File: config.mk
export PLATFORM = sky130hd
export DESIGN_NAME = rr_timeout_arbiter_flat
export DESIGN_NICKNAME = d
export VERILOG_FILES = /design/src/rtl/rr_timeout_arbiter_if.sv /design/src/rtl/rr_timeout_arbiter.sv /design/src/flat_wrapper.sv
export SDC_FILE = /design/constraint.sdc
export NUM_CORES = 1
export LEC_CHECK = 0
export CAP_MARGIN = 40
export CORE_AREA = 4 4 106 108
export CTS_CLUSTER_DIAMETER = 100
export DETAILED_ROUTE_END_ITERATION = 10
export DIE_AREA = 0 0 110 112
export GPL_ROUTABILITY_DRIVEN = 0
export GPL_TIMING_DRIVEN = 0
export PLACE_DENSITY = 0.85
export SETUP_SLACK_MARGIN = 0.1
export SYNTH_ARGS = -nofsm -noshare
export SYNTH_HDL_FRONTEND = slang
export SYNTH_SLANG_ARGS = --single-unit
File: constraint.sdc
create_clock -name clk -period 13.55 [get_ports clk]
set_clock_uncertainty 0.1 [all_clocks]
set_input_delay 4.065 -clock clk [delete_from_list [all_inputs] [get_ports clk]]
set_output_delay 4.065 -clock clk [all_outputs]
set_load 0.02 [all_outputs]
File: src/rtl/rr_timeout_arbiter_if.sv
// Request/grant bundle between the router input ports and one output-port arbiter.
// The master side drives requests and flit info; the slave side returns the grant.
interface rr_timeout_arbiter_if #(
  parameter int NPORTS = 5,
  parameter int ID_W   = 3,
  parameter int LEN_W  = 12
);
  logic [NPORTS-1:0]       req;
  logic [NPORTS*ID_W-1:0]  flit_id;
  logic [NPORTS*LEN_W-1:0] length;
  logic [NPORTS-1:0]       grant;
  logic                    busy;
  logic [NPORTS-1:0]       timeout;

  modport master (output req, flit_id, length, input grant, busy, timeout);
  modport slave  (input req, flit_id, length, output grant, busy, timeout);
endinterface

File: src/rtl/rr_timeout_arbiter.sv
// Round-robin output-port arbiter with a per-port timeout budget latched from header flits.
// Grants are held until request drop, tail flit or budget expiry, then handed on back-to-back.
module rr_timeout_arbiter #(
  parameter int NPORTS  = 5,
  parameter int ID_W    = 3,
  parameter int LEN_W   = 12,
  parameter int HEAD_ID = 1,
  parameter int TAIL_ID = 4
) (
  input  logic              clk,
  input  logic              rst,
  rr_timeout_arbiter_if.slave bus
);
  localparam int PW = $clog2(NPORTS);
  localparam logic [ID_W-1:0] HEAD_V = ID_W'(HEAD_ID);
  localparam logic [ID_W-1:0] TAIL_V = ID_W'(TAIL_ID);

  typedef enum logic {IDLE, GRANT} state_t;

  state_t              state_reg, state_next;
  logic [NPORTS-1:0]   grant_reg, grant_next;
  logic                busy_reg, busy_next;
  logic [NPORTS-1:0]   timeout_reg, timeout_next;
  logic [PW-1:0]       ptr_reg, ptr_next;
  logic [LEN_W-1:0]    count_reg, count_next;
  logic [LEN_W-1:0]    limit_reg [NPORTS];

  logic [ID_W-1:0]     fid_arr [NPORTS];
  logic [LEN_W-1:0]    len_arr [NPORTS];

  logic [PW-1:0]       g_idx;
  logic [PW-1:0]       base_idx;
  logic [PW-1:0]       pick_idx;
  logic                pick_valid;
  logic [LEN_W-1:0]    limit_g;
  logic                rel_drop, rel_to, rel_tail, rel_any;

  for (genvar gi = 0; gi < NPORTS; gi++) begin : g_fields
    assign fid_arr[gi] = bus.flit_id[gi*ID_W +: ID_W];
    assign len_arr[gi] = bus.length[gi*LEN_W +: LEN_W];
  end

  // Budgets track headers on every port, whether or not that port is granted.
  always_ff @(posedge clk) begin
    for (int i = 0; i < NPORTS; i++) begin
      if (rst)
        limit_reg[i] <= '0;
      else if (fid_arr[i] == HEAD_V)
        limit_reg[i] <= len_arr[i];
    end
  end

  always_comb begin
    g_idx = '0;
    for (int i = 0; i < NPORTS; i++)
      if (grant_reg[i]) g_idx = PW'(i);
  end

  // Scanning from base+1 leaves the current holder last, so it only wins when alone.
  assign base_idx = (state_reg == GRANT) ? g_idx : ptr_reg;

  always_comb begin
    pick_valid = 1'b0;
    pick_idx   = '0;
    for (int k = 1; k <= NPORTS; k++) begin
      int j;
      j = int'(base_idx) + k;
      if (j >= NPORTS) j = j - NPORTS;
      if (!pick_valid && bus.req[j]) begin
        pick_valid = 1'b1;
        pick_idx   = PW'(j);
      end
    end
  end

  assign limit_g  = limit_reg[g_idx];
  assign rel_drop = !bus.req[g_idx];
  assign rel_to   = (limit_g != '0) && (count_reg == limit_g - 1'b1);
  assign rel_tail = (fid_arr[g_idx] == TAIL_V);
  assign rel_any  = rel_drop || rel_to || rel_tail;

  always_comb begin
    state_next   = state_reg;
    grant_next   = grant_reg;
    busy_next    = busy_reg;
    timeout_next = '0;
    ptr_next     = ptr_reg;
    count_next   = count_reg;

    if (!$onehot0(grant_reg) || (state_reg == GRANT && grant_reg == '0)) begin
      state_next = IDLE;
      grant_next = '0;
      busy_next  = 1'b0;
    end else begin
      case (state_reg)
        IDLE: begin
          if (pick_valid) begin
            state_next = GRANT;
            grant_next = '0;
            grant_next[pick_idx] = 1'b1;
            busy_next  = 1'b1;
            count_next = '0;
            ptr_next   = pick_idx;
          end
        end
        GRANT: begin
          if (rel_any) begin
            timeout_next[g_idx] = rel_to && !rel_tail;
            count_next = '0;
            if (pick_valid) begin
              grant_next = '0;
              grant_next[pick_idx] = 1'b1;
              ptr_next   = pick_idx;
            end else begin
              state_next = IDLE;
              grant_next = '0;
              busy_next  = 1'b0;
            end
          end else if (count_reg != '1) begin
            count_next = count_reg + 1'b1;
          end
        end
        default: begin
          state_next = IDLE;
          grant_next = '0;
          busy_next  = 1'b0;
        end
      endcase
    end
  end

  always_ff @(posedge clk) begin
    if (rst) begin
      state_reg   <= IDLE;
      grant_reg   <= '0;
      busy_reg    <= 1'b0;
      timeout_reg <= '0;
      ptr_reg     <= PW'(NPORTS - 1);
      count_reg   <= '0;
    end else begin
      state_reg   <= state_next;
      grant_reg   <= grant_next;
      busy_reg    <= busy_next;
      timeout_reg <= timeout_next;
      ptr_reg     <= ptr_next;
      count_reg   <= count_next;
    end
  end

  assign bus.grant   = grant_reg;
  assign bus.busy    = busy_reg;
  assign bus.timeout = timeout_reg;
endmodule

File: src/flat_wrapper.sv
// flat-port wrapper written by rule: the top's interface ports become plain ports
module rr_timeout_arbiter_flat 
#(
  parameter int NPORTS  = 5,
  parameter int ID_W    = 3,
  parameter int LEN_W   = 12,
  parameter int HEAD_ID = 1,
  parameter int TAIL_ID = 4
)
  (clk, rst, bus_req, bus_flit_id, bus_length, bus_grant, bus_busy, bus_timeout);
  rr_timeout_arbiter_if #(.NPORTS(NPORTS), .ID_W(ID_W), .LEN_W(LEN_W)) bus_i ();
  input  logic clk;
  input  logic rst;
  input wire logic [$bits(bus_i.req)-1:0] bus_req;
  input wire logic [$bits(bus_i.flit_id)-1:0] bus_flit_id;
  input wire logic [$bits(bus_i.length)-1:0] bus_length;
  output wire logic [$bits(bus_i.grant)-1:0] bus_grant;
  output wire logic [$bits(bus_i.busy)-1:0] bus_busy;
  output wire logic [$bits(bus_i.timeout)-1:0] bus_timeout;
  assign bus_i.req = bus_req;
  assign bus_i.flit_id = bus_flit_id;
  assign bus_i.length = bus_length;
  assign bus_grant = bus_i.grant;
  assign bus_busy = bus_i.busy;
  assign bus_timeout = bus_i.timeout;
  rr_timeout_arbiter #(.NPORTS(NPORTS), .ID_W(ID_W), .LEN_W(LEN_W), .HEAD_ID(HEAD_ID), .TAIL_ID(TAIL_ID)) u_core (.clk(clk), .rst(rst), .bus(bus_i));
endmodule
; ---- After elaboration in Yosys (flattened, before gate mapping)
; Memories as Yosys holds them, arrays and structs flattened.
; Cells that the tools add are included.
[totals]
out_inout_bits = 11
ff_bits = 27
mem_bits_rw = 60
n_memories = 1
elab_cells = 172
[classes]
n_lt_le_gt_ge = 16
n_addsub = 16
n_eq_ne = 12
bitwise_logic = 10
mux = 84
n_reduce_logical = 27
[memory_table]
columns = name, depth, width, read_ports, rd_clocked_by_memory_dff, write_ports, line
row1 = u_core.limit_reg, 5, 12, 1, 0, 5, rr_timeout_arbiter.sv:26  ; logic [LEN_W-1:0] limit_reg [NPORTS];
[ops]
columns = operator, count
row1 = >= comparator 32 x 4 -> 1 bit (second input constant), 5
row2 = less-than comparator 32 x 5 -> 1 bit (second input constant), 5
row3 = two-way mux 32 bit, 5
row4 = subtractor 32 x 4 -> 32 bit (second input constant), 5
row5 = two-way mux 12 bit, 8
row6 = two-way mux 1 bit, 41
row7 = two-way mux 3 bit, 11
row8 = one-hot mux 12 bit (2 select lines), 1
row9 = binary-select mux 1 bit (select 3 bit), 6
row10 = == test 3 x 1 -> 1 bit (second input constant), 5
row11 = two-way mux 5 bit, 3
row12 = adder 12 x 1 -> 12 bit (second input constant), 1
row13 = == test 12 bit, 1
row14 = != test 12 bit (second input constant), 1
row15 = nonzero test 12 bit, 1
row16 = subtractor 12 x 1 -> 12 bit (second input constant), 1
row17 = one-hot mux 5 bit (2 select lines), 1
row18 = binary-select mux 3 bit (select 3 bit), 1
row19 = logical AND 1 bit, 9
row20 = adder 3 x 2 -> 4 bit (second input constant), 2
row21 = adder 3 x 3 -> 4 bit (second input constant), 2
row22 = less-than comparator 3 x 4 -> 1 bit (second input constant), 2
row23 = zero test 1 bit, 7
row24 = demux 1 bit (select 3 bit), 2
row25 = 24 further kinds, 39

; ---- Longest topological paths before layout
; Gate-level depths: netlist of run 1.
[depth]
word_depth = 31
depth_mapped = 20

; ---- Least setup slack after synthesis of run 1
; Ideal clock, no wire load.
[synth_timing]
kind = input to register
from = input bus_req[3]
to = register u_core.count_reg[5]
stages = 9
setup_time_ps = 86
path_buffers = 1
slack_ps = 7321
t_arrival_ps = 6043
required_time_ps = 13364
path_cell_list = or4_1 -> o311ai_1 -> o41ai_2 -> or2_1 -> buf_2 -> o31ai_2 -> nor4_1 -> xnor2_1 -> a211oi_1
[synth_via]
elab_chain_len = 18
[synth_rtl]
columns = element, line
row1 = start: declaration, flat_wrapper.sv:14  ; input wire logic [$bits(bus_i.req)-1:0] bus_req;
row2 = binary-select mux 1 bit (select 3 bit), rr_timeout_arbiter.sv:69  ; if (!pick_valid && bus.req[j]) begin
row3 = two-way mux 1 bit (not written as such) (2 in series), rr_timeout_arbiter.sv:69
row4 = two-way mux 1 bit, rr_timeout_arbiter.sv:69
row5 = zero test 1 bit, rr_timeout_arbiter.sv:69
row6 = logical AND 1 bit, rr_timeout_arbiter.sv:69
row7 = two-way mux 1 bit, rr_timeout_arbiter.sv:69
row8 = zero test 1 bit, rr_timeout_arbiter.sv:69
row9 = logical AND 1 bit, rr_timeout_arbiter.sv:69
row10 = two-way mux 1 bit, rr_timeout_arbiter.sv:69
row11 = zero test 1 bit, rr_timeout_arbiter.sv:69
row12 = logical AND 1 bit, rr_timeout_arbiter.sv:69
row13 = two-way mux 1 bit, rr_timeout_arbiter.sv:69
row14 = zero test 1 bit, rr_timeout_arbiter.sv:69
row15 = logical AND 1 bit, rr_timeout_arbiter.sv:69
row16 = two-way mux 1 bit, rr_timeout_arbiter.sv:69
row17 = != test 2 x 1 -> 1 bit (no line), --
row18 = AND reduction 3 bit (no line), --
row19 = end signal: assignment, rr_timeout_arbiter.sv:146  ; count_reg <= count_next;
row20 = end: declaration, rr_timeout_arbiter.sv:25  ; logic [LEN_W-1:0] count_reg, count_next;
; Parallel ways exist; a longest one is shown, timed or not. The select of a mux whose other input is x is not followed.
; A chain may end at the register's enable or synchronous reset.

; ---- Worst setup path in the final report of run 1
[layout_timing]
from = input bus_req[2]
to = register u_core.count_reg[8]
; The elaborated chain is that of the path after synthesis.

==> impl_metrics.ini, run 1 <==
[setup_path]
reg2reg_from = u_core.bus.grant[3]
crit_path_max_fanout = 9
path_class = input port to flop
critPathBufInv = 2
critical-path-top-delay-family = compound AO/OA/AOI/OAI gates
path_cells = clkdlybuf4s50_1 > inv_1 > a21oi_1 > a32oi_1 > and4b_1 > nand4b_2 > o31ai_2 > nor4_1 > xnor2_1 > a211oi_1
cp.required_ns = 13.73
arrival_ns = 7.02
cpMaxStageDelayCell = o31ai_2
crit_path_start = bus_req[2]
worst_setup_path_start_kind = input port
max_stage_delay_ns = 0.68
cp-end-kind = flop

[placement]
port_buffers = 92
place_inst = 842
dp_hpwl_um = 12500

[die]
die_x_um = 110
fp.dieArea_um2 = 12300
ios = 93
rows = 37
die_h_um = 112
fp.coreArea_um2 = 10200
start_util = 0.579

[yosys]
syn-mean-instance-area_um2 = 9.65
ys_seq_area_frac = 0.395
synth_enable_flop_cells = 60
yosysMostFrequentCell = and2_1
ys_ff_latch = 87
ys_async_sr_fraction = 0
synth_fp_nets = 714
yosys_warnings = 0
ys_top_cells_by_area = edfxtp_1, dfxtp_1, and2_1
synth.top_cell.area_share = 0.304
synth.distinct_cells = 88
synth_cells = 614
syn_area_um2 = 5920
yosys_most_used_dff = edfxtp_1
synth_commonest_cells = and2_1, edfxtp_1, nand2_1
synth_largest_area_cell = edfxtp_1

[global_routing]
grt_max_degree = 16
grtUsageTotal = 0.267
use_met2 = 0.433
antenna_found_initial = 0
grt_overflow = 0
grt.busiest_layer = met2
grt_pass1_vias = 5255
grt_use_met1 = 0.342
use_met3 = 0.0551
grt_pass1_wl_um = 26000

[routing]
first_pass_iters = 7
via_per_inst = 6.25
route.detailed.drc = 0
wirelength_um = 16000
drt_iter0_drc = 384
via_count = 5366
ant_nets = 0
wl_per_cell_um = 18.6

[sta]
rsz0062_at_grt = false
max_clock_freq_ghz = 0.146
worstMarginPinSlew_ns = 0.757
finalHoldViolCount = 0
period_share = 0.505
fin_setup_tns_ns = 0
slew_headroom = 0.495
slew_viol_final = 0
post-route-min-period_ns = 6.84
finalSetupViolCount = 0

[layout]
antennaDiodeCount = 0
finalNonFillerCells = 858
largest_reg_flops = 60
syn2layout_area_growth_pct = 21.7
layout-drive-gt1-share = 0.0997
final_nets = 817

[clocking]
cts_root_buf = clkbuf_8
post_cts_buffers = 0
tritoncts = built
cts-hold-fix-buffers = 0
cts_max_level = 3
clkTransAtPathRegs_ns = 0.09
clk_latency_ns = 0.37
cts_sinks = 87
clock_path_buffers = 2
cts_resized = 0
cts_buffers = 9

[pwr]
power.density_nw_per_um2 = 199
irDropWorstVdd_mv = 0.129
leakage_nw = 2.61

[worst_hold_path]
hold_start = u_core.bus.busy
hp-class = flop to flop

[run]
drv_cap = 0

[run_status]
status = complete, no violations
==> final cells by class <==
class,instances,area (um^2)
multi-input cells,478,3370
fillers,701,3020
flip-flops and latches,87,2340
repair buffers,92,921
well taps,136,170
plain buffers,31,140
clock buffers,9,124
clock inverters,7,70.1
inverters,18,70.1
==> cell usage in the layout (no fill, tap or decap), drive strengths merged, types with 11 or more instances in the layout <==
master and instances:
edfxtp 60, mux2i 17, nor3 17, a21oi 17
and2 61, clkbuf 24, ha 16, o21ai 17
a211oi 11, inv 20, xnor2 11, nand3 31
buf 16, nand2 49, nor2 42, o211ai 11
nand4 14, clkdlybuf4s50 92, dfxtp 27, nand2b 22
==> power breakdown <==
group          total (mW)  switching [mW]  internal (mW)
registers           0.326          0.0164          0.309
clock network       0.185          0.0993         0.0856
logic               0.921           0.556          0.364
==> worst min-delay path: stages, from the launching register on <==
cell and delay (ns):
dfxtp_1 0.34, a21oi_1 0.06, nor2_1 0.07
==> metrics by stage <==
step	setup slack, ns	total power [mW]	instance area [um^2]	utilization	hold slack, ns
2_1_floorplan	7.32	1.01	5920	-	0.378
3_3_place_gp	6.42	1.19	7020	0.686	0.378
3_5_place_dp	6.38	1.22	7020	0.686	0.390
4_1_cts	6.76	1.41	7210	0.705	0.411
5_1_grt	6.44	1.53	7210	0.705	0.424
6_report	6.71	1.43	7210	0.705	0.404
==> metal layers <==
metal  wire length [um]  vias up  share of wire
met5                  0        -              0
met4                526        0          0.033
met3               1560       50          0.097
met2               7690      330           0.48
met1               6200     2479           0.39
li1                   -     2507              -
==> path summary, 6_finish.rpt <==
kind              cells after the start             endpoint  slack, ns
setup / recovery                     10  u_core.count_reg[8]       6.71
hold / removal                        2      u_core.bus.busy       0.40
setup reg to reg                     18  u_core.count_reg[8]       8.08
hold reg to reg                       2      u_core.bus.busy       0.40
==> cell families after synthesis <==
logic type,Yosys count,synth area share
flops,87,0.395
simple gates,290,0.277
compound gates,123,0.159
mux,30,0.0667
buf+inv,49,0.0355
xor+xnor,17,0.0251
fa+ha+maj,18,0.0405
(Power assumes the default switching activity.)
==> run 2: changes to the inputs <==
--- a/config.mk
+++ b/config.mk
@@ -6,13 +6,13 @@
 export NUM_CORES = 1
 export LEC_CHECK = 0
 export CAP_MARGIN = 40
-export CORE_AREA = 4 4 106 108
+export CORE_AREA = 4 4 109 111
 export CTS_CLUSTER_DIAMETER = 100
 export DETAILED_ROUTE_END_ITERATION = 10
-export DIE_AREA = 0 0 110 112
+export DIE_AREA = 0 0 113 115
 export GPL_ROUTABILITY_DRIVEN = 0
 export GPL_TIMING_DRIVEN = 0
-export PLACE_DENSITY = 0.85
+export PLACE_DENSITY = 0.8
 export SETUP_SLACK_MARGIN = 0.1
 export SYNTH_ARGS = -nofsm -noshare
 export SYNTH_HDL_FRONTEND = slang
==> constraint.sdc (replaced) <==
create_clock -name clk -period 6.5 [get_ports clk]
set_clock_uncertainty 0.1 [all_clocks]
set_input_delay 1.95 -clock clk [delete_from_list [all_inputs] [get_ports clk]]
set_output_delay 1.95 -clock clk [all_outputs]
set_load 0.02 [all_outputs]
==> run 2 against run 1 <==
Against the previous run: critical path depth grew 8; critical path type is now flop to flop; first-iteration DRC count grew 53%; combinational power rose by 110%; largest cell class unchanged; die area grew 5.5%; setup slack lost 5.8 ns; via count up 0.56%; register-to-register slack worse by 7.2 ns; global-route usage decreased by 0.97 points; sequential cell count stayed put.
==> impl_metrics.ini, run 2 (synthesis gave the netlist of run 1 again) <==
[worst_hold_path]
hp-class = flop to flop
hold_start = u_core.bus.busy

[die]
fp.coreArea_um2 = 10800
ios = 93
die_x_um = 113
fp.dieArea_um2 = 13000
rows = 38
die_h_um = 115
start_util = 0.549

[layout]
antennaDiodeCount = 0
final_nets = 817
layout_commonest_cell = clkdlybuf4s50_1
largest_reg_flops = 60
syn2layout_area_growth_pct = 21.8
fin_util = 0.669
final_cell_mix = clkdlybuf4s50_1, and2_1, edfxtp_1
layout-drive-gt1-share = 0.0983

[placement]
dp_hpwl_um = 12700
port_buffers = 92

[setup_path]
crit_path_max_fanout = 11
worst_setup_path_start_kind = flop
reg2reg_from = u_core.bus.grant[3]
cp-end-kind = flop
crit_path_start = u_core.bus.grant[3]
path_class = flop to flop
cp.required_ns = 6.69
arrival_ns = 5.79

[run_status]
status = complete, no violations

[sta]
worstMarginPinSlew_ns = 0.759
fin_setup_tns_ns = 0
finalHoldViolCount = 0
rsz0062_at_grt = false
finalSetupViolCount = 0
slew_headroom = 0.491
max_clock_freq_ghz = 0.178
post-route-min-period_ns = 5.60
period_share = 0.862
slew_viol_final = 0

[routing]
route.detailed.drc = 0
ant_nets = 0
via_per_inst = 6.26
wl_per_cell_um = 19.0
wirelength_um = 16400
via_count = 5396
first_pass_iters = 6
drt_iter0_drc = 587

[clocking]
tritoncts = built
cts_root_buf = clkbuf_8
cts_max_level = 3
cts_sinks = 87
cts-hold-fix-buffers = 0
clock_path_buffers = 2
clkTransAtPathRegs_ns = 0.10
clk_latency_ns = 0.37
post_cts_buffers = 0
cts_buffers = 9
cts_resized = 0

[global_routing]
antenna_found_initial = 0
grtUsageTotal = 0.257
grt_max_degree = 16
grt_overflow = 0
grt_pass1_wl_um = 26600
grt_pass1_vias = 5299

[run]
drv_cap = 0

[pwr]
irDropWorstVdd_mv = 0.304
power.density_nw_per_um2 = 414
leakage_nw = 2.61
[run 2: cell types whose count changed in the layout (fill, tap and decap cells not counted), sizes merged]
| cell | previous run | this run |
|---|---|---|
| inv | 20 | 19 |
| clkinv | 4 | 5 |
[run 2: final cells by class]
cell class | instances | area [um^2]
fill | 827 | 3580
clock buffer | 9 | 124
buffer | 31 | 140
multi-input combinational | 478 | 3370
inverter | 18 | 70.1
tap | 140 | 175
sequential | 87 | 2340
clock inverter | 7 | 72.6
timing repair buffer | 92 | 921
[run 2: final timing paths]
check                                      endpoint  slack [ns]  depth (start not counted)
worst max register to register  u_core.count_reg[8]        0.90                         18
worst min register to register      u_core.bus.busy        0.39                          2
worst min-delay path                u_core.bus.busy        0.39                          2
worst max-delay path            u_core.count_reg[8]        0.90                         18
[run 2: power by group]
group          internal [mW]  switching (mW)  leakage (nW)
Sequential             0.645          0.0341         0.809
Combinational          0.760            1.16          1.70
Clock                  0.178           0.207        0.0989
Total                   1.58            1.40          2.61
[run 2: worst max-delay path, stage by stage, from the launching register on]
cell and delay, ns:
dfxtp_1 0.60, inv_1 0.19, buf_2 0.24, ha_1 0.30, nor2_1 0.26, a21o_1 0.16, buf_2 0.22, inv_1 0.23
ha_1 0.25, ha_1 0.38, a211o_1 0.31, mux2i_1 0.30, mux2i_1 0.22, o22ai_1 0.15, nand4b_2 0.35, o31ai_2 0.72
nor4_1 0.14, xnor2_1 0.16, a211oi_1 0.22
[run 2: routing by layer]
layer  track usage  wire [um]  vias to the layer above
li1              -          -                     2514
met1         0.326       6540                     2556
met2         0.432       7920                      293
met3        0.0563       1490                       33
met4        0.0994        430                        0
met5             0          0                        -
[run 2: per-stage QoR]
step	worst slack [ns]	total power, mW	std cells	area [um^2]	hold WS (ns)
2_1_floorplan	1.98	2.12	614	5920	0.378
3_5_place_dp	1.01	2.57	846	7020	0.376
5_1_grt	0.585	3.19	862	7220	0.464
3_3_place_gp	1.19	2.49	846	7020	0.373
4_1_cts	0.976	2.95	862	7220	0.400
6_report	0.897	2.99	862	7220	0.393
==> run 3: changes to the inputs <==
--- a/config.mk
+++ b/config.mk
@@ -10,7 +10,6 @@
 export CTS_CLUSTER_DIAMETER = 100
 export DETAILED_ROUTE_END_ITERATION = 10
 export DIE_AREA = 0 0 113 115
-export GPL_ROUTABILITY_DRIVEN = 0
 export GPL_TIMING_DRIVEN = 0
 export PLACE_DENSITY = 0.8
 export SETUP_SLACK_MARGIN = 0.1
==> run 3 against run 2 <==
Against the previous run: cell area grew 0.29%; combinational power is essentially flat; setup slack gained 0.10 ns; sequential cell count is the same; cell count shrank 0.12%; clock power grew 12%; critical path type unchanged.
==> impl_metrics.ini, run 3 (synthesis gave the netlist of run 1 again) <==
[run_status]
status = complete, no violations

[sta]
finalSetupViolCount = 0
slew_viol_final = 0
worstMarginPinSlew_ns = 0.737
fin_hold_ws_ns = 0.411
period_share = 0.846
slew_headroom = 0.501
fin_setup_tns_ns = 0
max_clock_freq_ghz = 0.182
post-route-min-period_ns = 5.50
finalHoldViolCount = 0
rsz0062_at_grt = false

[layout]
final_cell_mix = clkdlybuf4s50_1, and2_1, edfxtp_1
final_nets = 817
layout_commonest_cell = clkdlybuf4s50_1
syn2layout_area_growth_pct = 22.2
layout-drive-gt1-share = 0.0999
finalNonFillerCells = 861
antennaDiodeCount = 0
largest_reg_flops = 60
fin_util = 0.671

[routing]
wl_met3_um = 1420
top_layer = met4
via_per_inst = 6.26
drt_iter0_drc = 558
wl_per_cell_um = 20.2
wl_met2_um = 8550
first_pass_iters = 5
route.detailed.drc = 0
via_count = 5393
routedLengthMet1_um = 6930
wirelength_um = 17400
ant_nets = 0

[setup_path]
path_class = flop to flop
reg2reg_from = u_core.bus.grant[3]
crit_path_max_fanout = 11
crit_path_start = u_core.bus.grant[3]
arrival_ns = 5.69
worst_setup_path_start_kind = flop
cp.required_ns = 6.69
cp-end-kind = flop

[clocking]
cts-hold-fix-buffers = 0
cts_max_level = 3
post_cts_buffers = 0
cts_resized = 0
clock_path_buffers = 2
cts_sinks = 87
cts_buffers = 9
tritoncts = built
clk_latency_ns = 0.38
clkTransAtPathRegs_ns = 0.10
cts_root_buf = clkbuf_8

[global_routing]
grt_overflow = 0
grt_pass1_wl_um = 27500
grt_max_degree = 16
grtUsageTotal = 0.273
antenna_found_initial = 0
grt_pass1_vias = 5274

[die]
die_x_um = 113
rows = 38
start_util = 0.549
die_h_um = 115
fp.coreArea_um2 = 10800
fp.dieArea_um2 = 13000
ios = 93

[placement]
place.gp.congestion = 0.985
place_inst = 846
port_buffers = 92
dp_hpwl_um = 13300

[worst_hold_path]
hp-class = flop to flop
hold_start = u_core.bus.busy

[pwr]
power.density_nw_per_um2 = 420
p_total_mw = 3.04
leakage_nw = 2.61
irDropWorstVdd_mv = 0.229

[run]
drv_cap = 0
## run 3: cell count changes in the layout (fill, tap and decap cells not counted), sizes merged
cell / delta
bufinv: +1
clkinv: -4
clkinvlp: +1
inv: +1
## run 3: stage by stage
stage	cell area, um^2	setup WS (ns)
after floorplan	5920	1.98
after global placement	7020	1.22
after detailed placement	7020	1.18
after CTS	7240	1.13
after global routing	7240	0.647
final	7240	1.00
## run 3: path summary, 6_finish.rpt
path	endpoint	slack [ns]	cells after the start
hold reg to reg	u_core.bus.busy	0.41	2
hold / removal	u_core.bus.busy	0.41	2
setup reg to reg	u_core.count_reg[8]	1.00	18
setup / recovery	u_core.count_reg[8]	1.00	18
## run 3: area by class of cell
cell class                      instances  area [um^2]
Sequential cell                        87         2340
Tap cell                              140          175
Clock buffer                            9          124
Fill cell                             857         3550
Buffer                                 31          140
Clock inverter                          6         93.8
Multi-Input combinational cell        478         3370
Timing Repair Buffer                   92          921
Inverter                               18         70.1
## run 3: power by group
| group | internal (mW) | total, mW | switching (mW) |
|---|---|---|---|
| Clock | 0.218 | 0.431 | 0.213 |
| Combinational | 0.760 | 1.92 | 1.16 |
| Sequential | 0.645 | 0.683 | 0.0380 |
| Total | 1.62 | 3.04 | 1.41 |
## run 3: layer usage
| layer | vias up | track usage |
|---|---|---|
| met3 | 45 | 0.0558 |
| met4 | 0 | 0.119 |
| met5 | - | 0 |
| li1 | 2507 | - |
| met1 | 2567 | 0.342 |
| met2 | 274 | 0.460 |
## run 3: worst max-delay path, stage by stage, from the launching register on
cell	delay, ns
dfxtp_1	0.57
inv_1	0.18
buf_2	0.23
ha_1	0.29
nor2_1	0.22
a21o_1	0.14
buf_2	0.26
inv_1	0.25
ha_1	0.25
ha_1	0.37
a211o_1	0.30
mux2i_1	0.30
mux2i_1	0.22
o22ai_1	0.14
nand4b_2	0.34
o31ai_2	0.67
nor4_1	0.13
xnor2_1	0.16
a211oi_1	0.26
==> variant 1 (flow settings as in run 3) <==
Make the reset (`rst`) asynchronous in one clocked block.
--- a/src/rtl/rr_timeout_arbiter.sv
+++ b/src/rtl/rr_timeout_arbiter.sv
@@ -130,5 +130,5 @@
   end
 
-  always_ff @(posedge clk) begin
+  always_ff @(posedge clk or posedge rst) begin
     if (rst) begin
       state_reg   <= IDLE;
Check against the original RTL: differs if rst is asserted again (counterexample within 4 cycles, from zero or initial values and one cycle with rst high); with rst held inactive, the same outputs for 4 cycles.
==> variant 1 against run 3 <==
  * Via count shrank 1.8%
  * Sequential cell count is the same
  * Power grew 25%
  * Area after synthesis shrank 0.40%
  * Combinational power grew 38%
  * Maximum frequency shrank 2.2%
  * Wire length shrank 5.6%
  * Worst setup slack lost 130 ps
  * Cell area is essentially flat
==> variant 1: results (changes against run 3) <==
M3 GR Usage = 4.11% (-1.5 points)
largest net degree at the start of global routing = 19 (+3)
cell family with most CP delay = simple AND/OR/NAND/NOR gates
sequential area share after synthesis = 42.0% (+2.5 points)
FF-to-FF End = u_core.count_reg[8]
Post-synth EDFFs = 60 (unchanged)
TritonRoute pass-1 iters = 6 (+1)
final hold slack = 421 ps (+9.96 ps)
met1 Usage GRT = 33.1% (-1.1 points)
met2 Use GR = 42.3% (-3.7 points)
slowest cell on the critical path = dfrtp_1
Synth cell types = 83 (-5.7%)
Final WS setup = 874 ps (-127 ps)
H-tree levels = 3 (unchanged)
Inserted Clock Buffers = 9 (unchanged)
Worst path max stage delay = 570 ps (-100 ps)
WL final = 16,400 um (-5.6%)
CP max FO = 12 (+1)
hold buffers post-CTS = 0 (unchanged)
vias = 5,298 (-1.8%)
Peak supply drop = 0.422 mV (+84%)
CP arrival = 5830 ps (+140 ps)
worst min-delay path startpoint = u_core.bus.busy
Async SR Flop Fraction = 31.0% (+31 points)
Cells after DPL = 847 (+0.12%)
Post-synth top flop = edfxtp_1
Synth area leaders = edfxtp_1 31%, dfrtp_1 11%, and2_1 6.9%, ha_1 3.4%, nor2_1 3.3%
Layout Nets = 818 (+0.12%)
Hold EP = u_core.bus.busy
syn_nets = 714 (unchanged)
worst slew pin tran = 900 ps (+164 ps)
Port Buf Inserts = 92 (unchanged)
Placer Congestion = 0.891 (-9.6%)
CTS root buffer = clkbuf_8
cell depth of the worst hold path = 1 (-1)
Tot GR Track Use = 25.7% (-1.6 points)
share of post-route cells with drive strength above 1 = 8.85% (-1.1 points)
power per cell area = 525 mW/mm^2 (+25%)
worst-skew pair later-pin latency = 370 ps
cts repair resizes = 0 (unchanged)
LEAKAGE = 2.83 nW (+8.4%)
worst setup path start = u_core.bus.grant[3]
status = completed
internal power = 0.00193 W (+19%)
Post-synth top cells = 65 x and2_1, 60 x edfxtp_1, 52 x nor2_1
Fillers = 865 (+0.93%)
Final HPWL DP = 12,700 um (-4.6%)
first-pass GRT wire length = 26,500 um (-3.7%)
number of routed nets with antenna violations = 0 (unchanged)
Flop pwr share = 19.0% (-3.5 points)
worst slack, placed = 1060 ps (-116 ps)
Clk pwr share = 11.5% (-2.7 points)
DRT iter0 DRCs = 533 (-4.5%)
Area after DPL = 0.00701 sq mm (-0.12%)
drt via density = 6.14 (-2.0%)
[variant 1: cell count changes after synthesis, moves of 6 or more]
cell,delta
a22o_1,+9
dfrtp_1,+26
dfxtp_1,-27
inv_1,+12
nand2_1,-7
nand2b_1,-14
nor2_1,+11
o211ai_1,-7
or3_1,-6
[variant 1: kinds of logic after synthesis]
family / share of synthesized area (%)
flip-flops: 42.0
AO/OA/AOI/OAI: 18.3
adder cells (fa/ha/maj): 4.07
AND/OR/NAND/NOR: 24.9
multiplexers: 3.44
buffers and inverters: 4.26
XOR/XNOR: 3.10
[variant 1: area by class of cell]
cell class              instances  area (sq um)  area share [%]
multi-input cells             470          3170            43.8
flip-flops and latches         87          2480            34.2
repair buffers                 93           936            12.9
well taps                     140           175            2.42
plain buffers                  28           140            1.94
clock buffers                   9           124            1.71
inverters                      29           111            1.54
clock inverters                 7           105            1.45
[variant 1: routing by layer]
layer  vias to the layer above  share of wire, %
li1                       2483                 -
met1                      2507                41
met2                       250                48
met3                        58               6.5
met4                         0               5.1
met5                         -                 0
==> variant 2 (config.mk and constraints of run 3) <==
Made on the original files. `NPORTS` is set to 5 in 3 places; all go to 6.
--- a/src/rtl/rr_timeout_arbiter_if.sv
+++ b/src/rtl/rr_timeout_arbiter_if.sv
@@ -2,5 +2,5 @@
 // The master side drives requests and flit info; the slave side returns the grant.
 interface rr_timeout_arbiter_if #(
-  parameter int NPORTS = 5,
+  parameter int NPORTS = 6,
   parameter int ID_W   = 3,
   parameter int LEN_W  = 12
--- a/src/rtl/rr_timeout_arbiter.sv
+++ b/src/rtl/rr_timeout_arbiter.sv
@@ -2,5 +2,5 @@
 // Grants are held until request drop, tail flit or budget expiry, then handed on back-to-back.
 module rr_timeout_arbiter #(
-  parameter int NPORTS  = 5,
+  parameter int NPORTS  = 6,
   parameter int ID_W    = 3,
   parameter int LEN_W   = 12,
--- a/src/flat_wrapper.sv
+++ b/src/flat_wrapper.sv
@@ -2,5 +2,5 @@
 module rr_timeout_arbiter_flat 
 #(
-  parameter int NPORTS  = 5,
+  parameter int NPORTS  = 6,
   parameter int ID_W    = 3,
   parameter int LEN_W   = 12,
Ports: changed (5 resized); port bits go from 93 to 111. The function was not compared with the original's and may differ.
==> variant 2 against run 3 <==
  * Non-clock buffer count is 18 higher
  * Cell area is 14% higher
  * Maximum frequency is 5.4% lower
  * Wire length increased by 11%
  * Core utilization rose by 9.1 points
  * Area after synthesis up 14%
  * Power up 0.80%
  * Sequential cell count is 14 higher
  * Hold slack worse by 34 ps
  * Worst setup slack worse by 310 ps
  * Final cell count grew 12%
  * Critical path depth unchanged
  * Clock power is 15% lower
  * Largest power group unchanged
==> variant 2: results (changes against run 3) <==
Layout Nets = 944 (+16%)
status = completed
CP max FO = 10 (-1)
first-pass GRT wire length = 30,100 um (+9.5%)
LEAKAGE = 3.13 nW (+20%)
Synth area leaders = edfxtp_1 32%, dfxtp_1 8.6%, and2_1 7.7%, ha_1 4.3%, nand2_1 3.0%
TritonRoute pass-1 iters = 5 (unchanged)
met2 routed WL = 9270 um (+8.3%)
Post-synth EDFFs = 72 (+20%)
Tot GR Track Use = 29.6% (+2.3 points)
max FFs per register = 72 (+20%)
global route overflow = 0 (unchanged)
share of post-route cells with drive strength above 1 = 8.84% (-1.1 points)
Final HPWL DP = 15,300 um (+15%)
vias in the first global route = 5,925 (+12%)
Peak supply drop = 0.455 mV (+99%)
DR top layer = met4
Post-synth top cells = 83 x and2_1, 72 x edfxtp_1, 55 x nand2_1, 55 x nor2_1, 29 x dfxtp_1
sequential area share after synthesis = 40.5% (+0.98 points)
Async SR Flop Fraction = 0% (unchanged)
syn_nets = 823 (+15%)
Synth cell types = 96 (+9.1%)
worst slack, placed = 504 ps (-674 ps)
Placer Congestion = 0.973 (-1.3%)
CP arrival = 5970 ps (+280 ps)
largest net degree at the start of global routing = 18 (+2)
metal1 wirelength = 7620 um (+10%)
vias = 6,103 (+13%)
DRT iter0 DRCs = 740 (+33%)
Port Buf Inserts = 109 (+18%)
DR WL met3 = 1710 um (+21%)
Area after DPL = 0.00804 sq mm (+15%)
worst slew pin tran = 934 ps (+197 ps)
initial antenna violation count = 0 (unchanged)
WL final = 19,300 um (+11%)
variant 2: changes by cell type in the layout (fill, tap and decap cells not counted), sizes merged, moves of 7 or more:
| cell | run 3 | this run |
|---|---|---|
| nand2b | 22 | 5 |
| edfxtp | 60 | 72 |
| clkdlybuf4s50 | 92 | 109 |
| nor2 | 42 | 56 |
| and2 | 61 | 84 |
| ha | 16 | 23 |
| a22o | 0 | 8 |
variant 2: cell families after synthesis:
logic type	synth area share (%)
DFF	40.5
and+or+nand+nor	27.0
AOI/OAI and AO/OA	16.7
buffers and inverters	3.77
xor gates and xnor gates	2.83
muxes	4.27
adders and majority gates	4.99
variant 2: layer usage:
metal | up-vias | track usage [%]
met5 | - | 0
met4 | 0 | 13.1
met3 | 54 | 4.79
met2 | 373 | 49.5
met1 | 2810 | 38.2
li1 | 2866 | -
variant 2: power by group:
| group | internal (W) | switching, W |
|---|---|---|
| logic | 0.000753 | 0.00116 |
| clock network | 0.000140 | 0.000226 |
| registers | 0.000748 | 0.0000386 |
variant 2: area by class of cell:
cell class | count | area (sq um)
Timing Repair Buffer | 110 | 1100
Clock inverter | 7 | 51.3
Clock buffer | 9 | 124
Sequential cell | 101 | 2740
Tap cell | 140 | 175
Inverter | 26 | 97.6
Buffer | 31 | 158
Fill cell | 748 | 2570
Multi-Input combinational cell | 542 | 3780
variant 2: path summary, 6_finish.rpt:
check	startpoint	endpoint	slack, ps	depth (start not counted)
setup reg to reg	u_core.state_reg	u_core.count_reg[9]	690	18
setup / recovery	u_core.state_reg	u_core.count_reg[9]	690	18
hold / removal	u_core.ptr_reg[1]	u_core.ptr_reg[1]	380	2
hold reg to reg	u_core.ptr_reg[1]	u_core.ptr_reg[1]	380	2
variant 2: timing repair:
| item | in CTS | in global routing |
|---|---|---|
| endpoints found under the setup margin | 0 | 4 |
| gates resized for setup | 0 | 2 |
| buffers inserted | 0 | 0 |
| hold endpoints to repair | 0 | 0 |
variant 2: stage by stage:
stage / instances / util, %
2_1_floorplan: 700 / -
3_3_place_gp: 949 / 74.4
3_5_place_dp: 950 / 74.5
4_1_cts: 966 / 76.1
5_1_grt: 966 / 76.2
6_report: 966 / 76.2
variant 2: critical path: stages (launching register included):
cell and delay (ps):
dfxtp_1 400, buf_2 230, buf_1 480, inv_1 180
a21oi_2 400, inv_1 250, ha_1 320, nor4bb_1 280
o21ai_0 130, o311ai_1 570, and3_1 260, o31ai_1 100
or4b_1 520, buf_2 170, o41ai_2 700, nor3_2 210
nand3_1 170, xor2_1 170, nor2_1 50
